[config.mk]
export PLATFORM = sky130hd
export DESIGN_NAME = rsc_block_encoder_flat
export DESIGN_NICKNAME = d
export VERILOG_FILES = /design/src/rtl/rsc_block_encoder_if.sv /design/src/rtl/rsc_block_encoder.sv /design/src/flat_wrapper.sv
export SDC_FILE = /design/constraint.sdc
export NUM_CORES = 1
export LEC_CHECK = 0
export ABC_AREA = 1
export BUFFER_PORTS_ARGS = -buffer_cell sky130_fd_sc_hd__buf_4
export CAP_MARGIN = 10
export CORE_ASPECT_RATIO = 1.5
export CORE_UTILIZATION = 55
export CTS_BUF_LIST = sky130_fd_sc_hd__clkbuf_2 sky130_fd_sc_hd__clkbuf_4 sky130_fd_sc_hd__clkbuf_8
export DETAILED_ROUTE_END_ITERATION = 8
export PLACE_DENSITY = 0.75
export REMOVE_ABC_BUFFERS = 1
export SYNTH_ARGS = -nofsm -noshare
export SYNTH_HDL_FRONTEND = slang
export SYNTH_SLANG_ARGS = --single-unit
[constraint.sdc]
create_clock -name clk -period 3.84 [get_ports clk]
set_clock_uncertainty 0.15 [all_clocks]
set_input_delay 0.576 -clock clk [delete_from_list [all_inputs] [get_ports clk]]
set_output_delay 0.576 -clock clk [all_outputs]
set_load 0.05 [all_outputs]
[src/rtl/rsc_block_encoder_if.sv]
// Handshake and control bundle for one RSC constituent encoder.
// The slave modport is the encoder side, the master modport is the
// block that feeds it and drains its symbols.
interface rsc_block_encoder_if #(
  parameter int LEN_W = 13
);
  logic             start;
  logic [LEN_W-1:0] blk_len;
  logic             punct;
  logic             in_valid;
  logic             in_ready;
  logic             in_bit;
  logic             out_valid;
  logic             out_ready;
  logic             out_sys;
  logic             out_par;
  logic             out_par_en;
  logic             out_tail;
  logic             busy;
  logic             done;

  modport slave (
    input  start, blk_len, punct, in_valid, in_bit, out_ready,
    output in_ready, out_valid, out_sys, out_par, out_par_en, out_tail,
           busy, done
  );

  modport master (
    output start, blk_len, punct, in_valid, in_bit, out_ready,
    input  in_ready, out_valid, out_sys, out_par, out_par_en, out_tail,
           busy, done
  );
endinterface

[src/rtl/rsc_block_encoder.sv]
// Recursive systematic convolutional constituent encoder.
// Encodes one block of blk_len bits, then drives MEM tail steps that
// return the shift register to zero. A single output slot with a
// valid/ready handshake carries systematic, parity and tail flags;
// odd data parities can be punctured for rate matching.
module rsc_block_encoder #(
  parameter int             MEM     = 3,
  parameter logic [MEM:0]   FB_POLY = 4'b1101,
  parameter logic [MEM:0]   FF_POLY = 4'b1011,
  parameter int             LEN_W   = 13
) (
  input  logic                  clk,
  input  logic                  rst_n,
  rsc_block_encoder_if.slave    bus
);

  typedef enum logic [1:0] {
    IDLE,
    DATA,
    TAIL,
    FLUSH
  } state_t;

  state_t           state;
  logic [MEM-1:0]   s;
  logic [LEN_W-1:0] idx;
  logic [LEN_W-1:0] len_q;
  logic             punct_q;
  logic [2:0]       tail_cnt;

  logic             out_valid_q;
  logic             out_sys_q;
  logic             out_par_q;
  logic             out_par_en_q;
  logic             out_tail_q;
  logic             done_q;

  logic             slot_free;
  logic             fb;
  logic             ff_state;
  logic             u;
  logic             a;
  logic             p;
  logic             punct_now;
  logic [MEM-1:0]   s_next;

  assign slot_free = !out_valid_q || bus.out_ready;
  assign punct_now = punct_q && idx[0];
  assign s_next    = {s[MEM-2:0], a};

  // Trellis step: feedback/parity taps from the current state; in TAIL the
  // input is chosen equal to the feedback sum so the new bit a is zero.
  always_comb begin
    fb       = 1'b0;
    ff_state = 1'b0;
    for (int k = 1; k <= MEM; k++) begin
      fb       = fb ^ (FB_POLY[k] & s[k-1]);
      ff_state = ff_state ^ (FF_POLY[k] & s[k-1]);
    end
    u = (state == TAIL) ? fb : bus.in_bit;
    a = u ^ fb;
    p = (FF_POLY[0] & a) ^ ff_state;
  end

  // Block sequencer: accepts data into the output slot, then tail steps,
  // then waits for the last symbol to drain before pulsing done.
  always_ff @(posedge clk or negedge rst_n) begin
    if (!rst_n) begin
      state        <= IDLE;
      s            <= '0;
      idx          <= '0;
      len_q        <= '0;
      punct_q      <= 1'b0;
      tail_cnt     <= '0;
      out_valid_q  <= 1'b0;
      out_sys_q    <= 1'b0;
      out_par_q    <= 1'b0;
      out_par_en_q <= 1'b0;
      out_tail_q   <= 1'b0;
      done_q       <= 1'b0;
    end else begin
      done_q <= 1'b0;
      if (out_valid_q && bus.out_ready) begin
        out_valid_q <= 1'b0;
      end
      case (state)
        IDLE: begin
          if (bus.start && (bus.blk_len != '0)) begin
            len_q    <= bus.blk_len;
            punct_q  <= bus.punct;
            s        <= '0;
            idx      <= '0;
            tail_cnt <= '0;
            state    <= DATA;
          end
        end
        DATA: begin
          if (bus.in_valid && slot_free) begin
            out_valid_q  <= 1'b1;
            out_sys_q    <= u;
            out_par_q    <= p & !punct_now;
            out_par_en_q <= !punct_now;
            out_tail_q   <= 1'b0;
            s            <= s_next;
            if (idx == len_q - LEN_W'(1)) begin
              idx      <= '0;
              tail_cnt <= '0;
              state    <= TAIL;
            end else begin
              idx <= idx + LEN_W'(1);
            end
          end
        end
        TAIL: begin
          if (slot_free) begin
            out_valid_q  <= 1'b1;
            out_sys_q    <= u;
            out_par_q    <= p;
            out_par_en_q <= 1'b1;
            out_tail_q   <= 1'b1;
            s            <= s_next;
            if (tail_cnt == 3'(MEM - 1)) begin
              state <= FLUSH;
            end else begin
              tail_cnt <= tail_cnt + 3'd1;
            end
          end
        end
        FLUSH: begin
          if (out_valid_q && bus.out_ready) begin
            done_q <= 1'b1;
            state  <= IDLE;
          end
        end
        default: state <= IDLE;
      endcase
    end
  end

  assign bus.in_ready   = (state == DATA) && slot_free;
  assign bus.out_valid  = out_valid_q;
  assign bus.out_sys    = out_sys_q;
  assign bus.out_par    = out_par_q;
  assign bus.out_par_en = out_par_en_q;
  assign bus.out_tail   = out_tail_q;
  assign bus.busy       = (state != IDLE);
  assign bus.done       = done_q;

  // Termination must have returned the trellis to the all-zero state.
  a_tail_zero : assert property (@(posedge clk) disable iff (!rst_n)
    (state == FLUSH) |-> (s == '0));

endmodule

[src/flat_wrapper.sv]
// flat-port wrapper written by rule: the top's interface ports become plain ports
module rsc_block_encoder_flat 
#(
  parameter int             MEM     = 3,
  parameter logic [MEM:0]   FB_POLY = 4'b1101,
  parameter logic [MEM:0]   FF_POLY = 4'b1011,
  parameter int             LEN_W   = 13
)
  (clk, rst_n, bus_start, bus_blk_len, bus_punct, bus_in_valid, bus_in_bit, bus_out_ready, bus_in_ready, bus_out_valid, bus_out_sys, bus_out_par, bus_out_par_en, bus_out_tail, bus_busy, bus_done);
  rsc_block_encoder_if #(.LEN_W(LEN_W)) bus_i ();
  input  logic clk;
  input  logic rst_n;
  input wire logic [$bits(bus_i.start)-1:0] bus_start;
  input wire logic [$bits(bus_i.blk_len)-1:0] bus_blk_len;
  input wire logic [$bits(bus_i.punct)-1:0] bus_punct;
  input wire logic [$bits(bus_i.in_valid)-1:0] bus_in_valid;
  input wire logic [$bits(bus_i.in_bit)-1:0] bus_in_bit;
  input wire logic [$bits(bus_i.out_ready)-1:0] bus_out_ready;
  output wire logic [$bits(bus_i.in_ready)-1:0] bus_in_ready;
  output wire logic [$bits(bus_i.out_valid)-1:0] bus_out_valid;
  output wire logic [$bits(bus_i.out_sys)-1:0] bus_out_sys;
  output wire logic [$bits(bus_i.out_par)-1:0] bus_out_par;
  output wire logic [$bits(bus_i.out_par_en)-1:0] bus_out_par_en;
  output wire logic [$bits(bus_i.out_tail)-1:0] bus_out_tail;
  output wire logic [$bits(bus_i.busy)-1:0] bus_busy;
  output wire logic [$bits(bus_i.done)-1:0] bus_done;
  assign bus_i.start = bus_start;
  assign bus_i.blk_len = bus_blk_len;
  assign bus_i.punct = bus_punct;
  assign bus_i.in_valid = bus_in_valid;
  assign bus_i.in_bit = bus_in_bit;
  assign bus_i.out_ready = bus_out_ready;
  assign bus_in_ready = bus_i.in_ready;
  assign bus_out_valid = bus_i.out_valid;
  assign bus_out_sys = bus_i.out_sys;
  assign bus_out_par = bus_i.out_par;
  assign bus_out_par_en = bus_i.out_par_en;
  assign bus_out_tail = bus_i.out_tail;
  assign bus_busy = bus_i.busy;
  assign bus_done = bus_i.done;
  rsc_block_encoder #(.MEM(MEM), .FB_POLY(FB_POLY), .FF_POLY(FF_POLY), .LEN_W(LEN_W)) u_core (.clk(clk), .rst_n(rst_n), .bus(bus_i));
endmodule
==> results_dict.tcl, run 1 <==
set metrics [dict create \
    slew_headroom_pct 62.4 \
    layout_common_cells "nand2_1, inv_1, dfrtp_1" \
    area.sequential_um2 1030 \
    io_buffer_count 27 \
    finalSetupViolCount 0 \
    cp_num_buf_inv 1 \
    dieArea_um2 4980 \
    multi_input_area_um2 1370 \
    nets 406 \
    cp_max_fo 10 \
    yosys.cell_types.count 33 \
    crit_slowest_cell "dfrtp_1" \
    clk_latency_ns 0.30 \
    grt_pass1_vias 2270 \
    instances_no_fill 427 \
    synth_warnings 0 \
    nFillCells 389 \
    drt-initial-drc-count 86 \
    core_um2 4500 \
    wire_per_inst_um 12.9 \
    synthTopCellsByArea "dfrtp_1, nand2_1, inv_1" \
    hold_viol 0 \
    antenna_found_initial 0 \
    cts_tree "built" \
    ant_nets 0 \
    cts_made_buffers 5 \
    final_common_cell "nand2_1" \
    peakVddDrop_uv 620 \
    boundaryPins 28 \
    fin_crit_sh_pct 60.0 \
    htree_num_levels 2 \
    ys_seq_elements 41 \
    hold_class "input pin to asynchronous set/reset pin" \
    cp.required_ns 3.87 \
    grt_max_degree 42 \
    netlist_instances 346 \
    utilization_pct 65.4 \
    crit_type "register to register" \
    powerDensity_nw_per_um2 780 \
    grt_first_pass_wirelength_mm 9.73 \
    syn_area_um2 2580 \
    cp-start-kind "register" \
    path_delay_family "simple AND/OR/NAND/NOR gates" \
    clockBufferDepth 2 \
    clockRootBuffer "clkbuf_8" \
    gr-total-overflow 0 \
    syn_area_per_cell_um2 7.47 \
    cts_resized 0 \
    crit_chain "inv_1 -> ha_1 -> nand2_2 -> nor2_4 -> xor2_2 -> nand2_1 -> nor2_2 -> nand3_2 -> a21oi_4 -> nor2_1" \
    arrival_ns 2.33 \
    finalCriticalPeriod_ns 2.30 \
    p_leak_nw 1.46 \
    die_w_um 58.0 \
    initial_core_util_pct 57.4 \
    routabilityCongestion 0.865 \
    drt_pass1_iterations 4 \
    synth_top_area_share_pct 39.7 \
    hold_buffers 0 \
    die_y_um 86.0 \
    drc 0 \
    tightest_slew_ns 0.557 \
    viasPerCell 5.34 \
    synth_top_cell_by_area "dfrtp_1" \
    cap_violations 0 \
    drive_above_1_share_pct 15.0 \
    cp-end-kind "register" \
    clock-sinks 41 \
    cts_setup_buffers 0 \
    status "completed" \
    dp.cells 419 \
    fmax_mhz 434 \
    syn2layout_area_growth_pct 13.9 \
    gr-usage-all-layers_pct 25.5 \
    slowest_delay_ns 0.39 \
    slew_violations 0 \
    tns_ns 0 \
    ys_seq_area_share_pct 39.7 \
    n_antenna_cell 0 \
    dp_hpwl_mm 4.28 \
    wl_mm 5.51 \
    worst_setup_hold_path_clk_slew_ns 0.08 \
    rows 30 \
    rsz0062_at_grt "false" \
    num_vias 2282 \
]
synth_stat cells (all sizes together):
library cell	n
dfrtp	41
a31oi	1
mux2	1
inv	48
o311ai	1
ha	8
nor4	1
o22ai	1
xor2	12
nand2	99
or2	1
xnor2	9
nor3b	1
nor2	39
nand4	14
o21a	1
nor3	5
nand3	21
o31ai	1
a21oi	7
o21ai	29
clkbuf	3
nand3b	2
sequential cells by signal, indices dropped and copies added, names as in the netlist:
signal                 count
u_core.bus.done            1
u_core.bus.out_par         1
u_core.bus.out_par_en      1
u_core.bus.out_sys         1
u_core.bus.out_tail        1
u_core.bus.out_valid       1
u_core.idx                13
u_core.len_q              13
u_core.punct_q             1
u_core.s                   3
u_core.state               2
u_core.tail_cnt            3
through the flow:
stage	hold slack, ns	power [W]	setup WS (ns)	area [um^2]
finish	0.101	0.00230	1.54	2950
global route	0.144	0.00252	1.28	2950
CTS	0.119	0.00231	1.51	2950
detailed placement	0.331	0.00199	1.43	2840
global placement	0.320	0.00195	1.42	2840
floorplan	0.130	0.00167	1.47	2570
power breakdown:
group	total (W)	switching [W]	internal (W)
sequential	0.000704	0.000129	0.000575
clock	0.000312	0.000150	0.000162
combinational	0.00128	0.000861	0.000421
routing by layer:
metal / global-route usage (%) / vias to the layer above / wire length (um)
met5: 0 / - / 0
met4: 13.9 / 0 / 210
met3: 3.62 / 18 / 142
met2: 45.4 / 36 / 2840
met1: 28.7 / 1057 / 2310
li1: - / 1171 / -
final cells by class:
cell class | count | share of cell area (%)
Inverter | 48 | 6.12
Timing Repair Buffer | 28 | 7.14
Multi-Input combinational cell | 254 | 46.4
Sequential cell | 41 | 34.8
Clock buffer | 7 | 3.27
Tap cell | 48 | 2.04
Clock inverter | 1 | 0.170
kinds of logic after synthesis:
family                     count (synthesis)  share of synthesized area [%]
muxes                                      1                          0.436
DFF                                       41                           39.7
adders and majority gates                  8                           3.87
buffers and inverters                     51                           7.41
xor gates and xnor gates                  21                           7.41
and+or+nand+nor                          183                           31.9
AOI/OAI and AO/OA                         41                           9.25
worst paths after layout:
path	start	endpoint	slack [ns]	cells past startpoint
max in group asynchronous	rst_n	u_core.idx[9]$_DFFE_PN0P_	3.08	1
max reg2reg	u_core.len_q[0]$_DFFE_PN0P_	u_core.idx[10]$_DFFE_PN0P_	1.54	10
min in group clk	bus_blk_len[5]	u_core.len_q[5]$_DFFE_PN0P_	0.34	3
min	rst_n	u_core.len_q[5]$_DFFE_PN0P_	0.10	1
max	u_core.len_q[0]$_DFFE_PN0P_	u_core.idx[10]$_DFFE_PN0P_	1.54	10
min reg2reg	u_core.bus.out_sys$_DFFE_PN0P_	u_core.bus.out_sys$_DFFE_PN0P_	0.35	2
(Power assumes the default switching activity.)
==> run 2: changes to the inputs <==
Clock period 3.84 ns to 2.15 ns, I/O delays scaled along.
==> run 2 against run 1 <==
Against the previous run:
- die area is the same
- final area rose by 7.5%
- routed wire length up 6.9%
- power is 100% higher
- non-clock buffer count increased by 13
- via count rose by 3.2%
==> results_dict.tcl, run 2 (synthesized netlist as in run 1, its figures left out) <==
set metrics [dict create \
    status "completed" \
    instances_no_fill 441 \
    hold_viol 0 \
    n_antenna_cell 0 \
    slew_headroom_pct 64.6 \
    place_ws_ns -0.0645 \
    setup_slack_ns 0.0765 \
    cp-start-kind "register" \
    boundaryPins 28 \
    finalCriticalPeriod_ns 2.07 \
    slowest_delay_ns 0.42 \
    dp.cells 428 \
    powerDensity_nw_per_um2 1480 \
    crit_type "register to register" \
    slew_violations 0 \
    wl_mm 5.89 \
    tns_ns 0 \
    dieArea_um2 4980 \
    clock-sinks 41 \
    area.sequential_um2 1030 \
    cts_made_buffers 5 \
    hold_class "input pin to register" \
    ant_nets 0 \
    grt_first_pass_wirelength_mm 10.1 \
    die_w_um 58.0 \
    arrival_ns 2.11 \
    drive_above_1_share_pct 22.4 \
    cp-end-kind "register" \
    fin_crit_sh_pct 96.4 \
    io_buffer_count 27 \
    layout_common_cells "nand2_1, inv_1, buf_4, dfrtp_1, nor2_1" \
    crit_top_cell "nand2_1" \
    clk_latency_ns 0.29 \
    grt_max_degree 42 \
    finalSetupViolCount 0 \
    grt_pass1_vias 2406 \
    stdcell_area_um2 3170 \
    cts_tree "built" \
    syn2layout_area_growth_pct 22.5 \
    reg_top3 "u_core.idx (13), u_core.len_q (13)" \
    cp.required_ns 2.18 \
    holdWs_ns 0.0809 \
    routabilityCongestion 0.856 \
    p_leak_nw 1.55 \
    drc 0 \
    rows 30 \
    htree_num_levels 2 \
    gr-usage-all-layers_pct 26.5 \
    crit_slowest_cell "dfrtp_1" \
    num_vias 2354 \
    nFillCells 367 \
    drt-initial-drc-count 103 \
    core_um2 4500 \
    nets 420 \
    cp_max_fo 5 \
    cap_violations 0 \
    dp_hpwl_mm 4.34 \
    peakVddDrop_uv 820 \
    fmax_mhz 482 \
    tightest_slew_ns 0.530 \
    crit_chain "inv_2 -> ha_4 -> xnor2_2 -> nor2_2 -> nand3_1 -> nor2_1 -> nand2_1 -> nor2_2 -> nand3_4 -> nand2_4 -> nand3_2 -> nand2_1 -> nand2_1" \
    viasPerCell 5.34 \
    cp_num_buf_inv 1 \
    gr-total-overflow 0 \
    initial_core_util_pct 57.4 \
    rsz0062_at_grt "true" \
    drt_pass1_iterations 4 \
    clockBufferDepth 2 \
    place_area_um2 2910 \
    wire_per_inst_um 13.3 \
    final_common_cell "nand2_1" \
    clockRootBuffer "clkbuf_8" \
    multi_input_area_um2 1450 \
    antenna_found_initial 0 \
    path_delay_family "simple AND/OR/NAND/NOR gates" \
    worst_setup_hold_path_clk_slew_ns 0.08 \
    die_y_um 86.0 \
]
## run 2: report_power, final
part           switching [W]  internal (W)
logic                0.00167      0.000991
clock network       0.000278      0.000461
registers           0.000251       0.00103
total                0.00220       0.00248
## run 2: final timing paths
kind / start / endpoint / slack [ns] / depth (start not counted)
max: u_core.len_q[1]$_DFFE_PN0P_ / u_core.state[1]$_DFFE_PN0P_ / 0.08 / 13
min: bus_punct / u_core.punct_q$_DFFE_PN0P_ / 0.08 / 3
max reg2reg: u_core.len_q[1]$_DFFE_PN0P_ / u_core.state[1]$_DFFE_PN0P_ / 0.08 / 13
min reg2reg: u_core.bus.out_par_en$_DFFE_PN0P_ / u_core.bus.out_par_en$_DFFE_PN0P_ / 0.34 / 2
max in group asynchronous: rst_n / u_core.len_q[2]$_DFFE_PN0P_ / 1.07 / 2
min in group asynchronous: rst_n / u_core.idx[0]$_DFFE_PN0P_ / 0.40 / 2
## run 2: repair_timing
item / 4_1_cts / 5_1_grt
buffers inserted: 2 / 1
pin swaps: 8 / 15
endpoints found under the hold margin: 41 / 0
hold buffers: 1 / 0
endpoints found under the setup margin: 15 / 23
gates cloned: 1 / 0
gates resized for setup: 7 / 16
## run 2: worst register-to-register path, delay by kind of cell (launching register included)
family	cells	cell delay, ns
and+or+nand+nor	10	0.98
DFF	1	0.42
adders and majority gates	1	0.20
xor gates and xnor gates	1	0.13
buffers and inverters	1	0.09
## run 2: layer usage
metal	part of all wire [%]	vias to the layer above	global-route usage [%]
li1	-	1194	-
met1	39	1070	28.6
met2	52	66	46.6
met3	3.6	24	3.62
met4	5.3	0	18.0
met5	0	-	0
## run 2: layout make-up
class,count,area share (%)
Multi-Input combinational cell,255,45.9
Sequential cell,41,32.5
Timing Repair Buffer,41,9.80
Inverter,48,5.69
Clock buffer,5,2.17
Clock inverter,3,2.06
Tap cell,48,1.90
## run 2: stage by stage
step	total power [W]	util [%]
floorplan	0.00298	-
global placement	0.00364	64.6
detailed placement	0.00369	64.6
CTS	0.00457	69.1
finish	0.00468	70.3
global route	0.00506	70.3
==> run 3: changes to the inputs <==
Settings changed: RECOVER_POWER from default to 50.
==> run 3 against run 2 <==
Against the previous run:
- die area stayed put
- worst hold slack unchanged
- first-iteration DRC count did not move
- critical endpoint unchanged
- largest cell class unchanged
==> results_dict.tcl, run 3 (synthesized netlist as in run 1, its figures left out) <==
set metrics [dict create \
    reg_top3 "u_core.idx (13), u_core.len_q (13)" \
    routabilityCongestion 0.856 \
    slowest_delay_ns 0.42 \
    fmax_mhz 482 \
    nFillCells 367 \
    nets 420 \
    initial_core_util_pct 57.4 \
    fin_crit_sh_pct 96.4 \
    crit_chain "inv_2 -> ha_4 -> xnor2_2 -> nor2_2 -> nand3_1 -> nor2_1 -> nand2_1 -> nor2_2 -> nand3_4 -> nand2_4 -> nand3_2 -> nand2_1 -> nand2_1" \
    grt_pass1_vias 2406 \
    hold_class "input pin to register" \
    status "completed" \
    cp_num_buf_inv 1 \
    rsz0062_at_grt "true" \
    gr-total-overflow 0 \
    clk_latency_ns 0.29 \
    tns_ns 0 \
    layout_common_cells "nand2_1, inv_1, dfrtp_1" \
    arrival_ns 2.11 \
    dieArea_um2 4980 \
    tightest_slew_ns 1.04 \
    cp.required_ns 2.18 \
    grt_max_degree 42 \
    boundaryPins 28 \
    viasPerCell 5.34 \
    cp_max_fo 5 \
    ant_nets 0 \
    wl_mm 5.89 \
    slew_violations 0 \
    num_vias 2354 \
    drt-initial-drc-count 103 \
    gr-usage-all-layers_pct 26.5 \
    cp-start-kind "register" \
    p_leak_nw 1.55 \
    stdcell_area_um2 3160 \
    n_antenna_cell 0 \
    cap_violations 0 \
    place_area_um2 2910 \
    path_delay_family "simple AND/OR/NAND/NOR gates" \
    die_w_um 58.0 \
    crit_slowest_cell "dfrtp_1" \
    powerDensity_nw_per_um2 1480 \
    multi_input_area_um2 1450 \
    utilization_pct 70.2 \
    io_buffer_count 27 \
    slew_headroom_pct 30.4 \
    dp_hpwl_mm 4.34 \
    instances_no_fill 441 \
    peakVddDrop_uv 820 \
    clockBufferDepth 2 \
    antenna_found_initial 0 \
    cp-end-kind "register" \
    drt_pass1_iterations 4 \
    crit_type "register to register" \
    core_um2 4500 \
    cts_made_buffers 5 \
    finalCriticalPeriod_ns 2.07 \
    rows 30 \
    hold_viol 0 \
    clockRootBuffer "clkbuf_8" \
    drc 0 \
    clock-sinks 41 \
    worst_setup_hold_path_clk_slew_ns 0.08 \
    syn2layout_area_growth_pct 22.4 \
    finalSetupViolCount 0 \
    crit_top_cell "nand2_1" \
    final_common_cell "nand2_1" \
    grt_first_pass_wirelength_mm 10.1 \
    cts_tree "built" \
    area.sequential_um2 1030 \
    wire_per_inst_um 13.3 \
    die_y_um 86.0 \
    drive_above_1_share_pct 22.4 \
    dp.cells 428 \
    htree_num_levels 2 \
    holdWs_ns 0.0809 \
]
run 3: cell types whose count changed in the layout (fill, tap and decap cells not counted):
cell      change
buf_4         -1
clkbuf_2      +1
run 3: per-layer routing:
metal  vias up  part of all wire (%)  GRT usage [%]
met5         -                     0              0
met4         0                   5.3           18.0
met3        24                   3.6           3.62
met2        66                    52           46.6
met1      1070                    39           28.6
li1       1194                     -              -
run 3: power breakdown:
part | internal, W | total [W] | switching [W]
combinational | 0.000990 | 0.00267 | 0.00167
clock | 0.000461 | 0.000739 | 0.000278
sequential | 0.00103 | 0.00128 | 0.000251
run 3: tightest hold or removal path: cells and delay by family:
family	cells	cell delay, ns
buffers and inverters	1	0.08
AO/OA/AOI/OAI	1	0.06
AND/OR/NAND/NOR	1	0.04
run 3: through the flow:
stage / setup slack, ns / power (W)
6_report: 0.0765 / 0.00468
5_1_grt: -0.0896 / 0.00506
4_1_cts: 0.00659 / 0.00457
3_5_place_dp: -0.0645 / 0.00369
3_3_place_gp: -0.0188 / 0.00364
2_1_floorplan: -0.221 / 0.00298
run 3: worst paths after layout:
check | startpoint | to | slack, ns | depth (start not counted)
max in group asynchronous | rst_n | u_core.len_q[2]$_DFFE_PN0P_ | 0.56 | 2
min in group asynchronous | rst_n | u_core.idx[0]$_DFFE_PN0P_ | 0.59 | 2
setup reg to reg | u_core.len_q[1]$_DFFE_PN0P_ | u_core.state[1]$_DFFE_PN0P_ | 0.08 | 13
hold / removal | bus_punct | u_core.punct_q$_DFFE_PN0P_ | 0.08 | 3
setup / recovery | u_core.len_q[1]$_DFFE_PN0P_ | u_core.state[1]$_DFFE_PN0P_ | 0.08 | 13
hold reg to reg | u_core.bus.out_par_en$_DFFE_PN0P_ | u_core.bus.out_par_en$_DFFE_PN0P_ | 0.34 | 2
run 3: timing repair:
item / 4_1_cts / 5_1_grt
buffers inserted: 2 / 1
hold buffers: 1 / 0
gates cloned: 1 / 0
endpoints found under the hold margin: 41 / 0
setup endpoints to repair: 15 / 23
pin swaps: 8 / 15
resized for setup: 7 / 16
run 3: layout make-up:
cell class                 instances  share of cell area (%)
multi-input combinational        255                    46.0
clock inverter                     3                    2.06
inverter                          48                    5.70
clock buffer                       5                    2.18
sequential                        41                    32.5
tap                               48                    1.90
timing repair buffer              41                    9.73
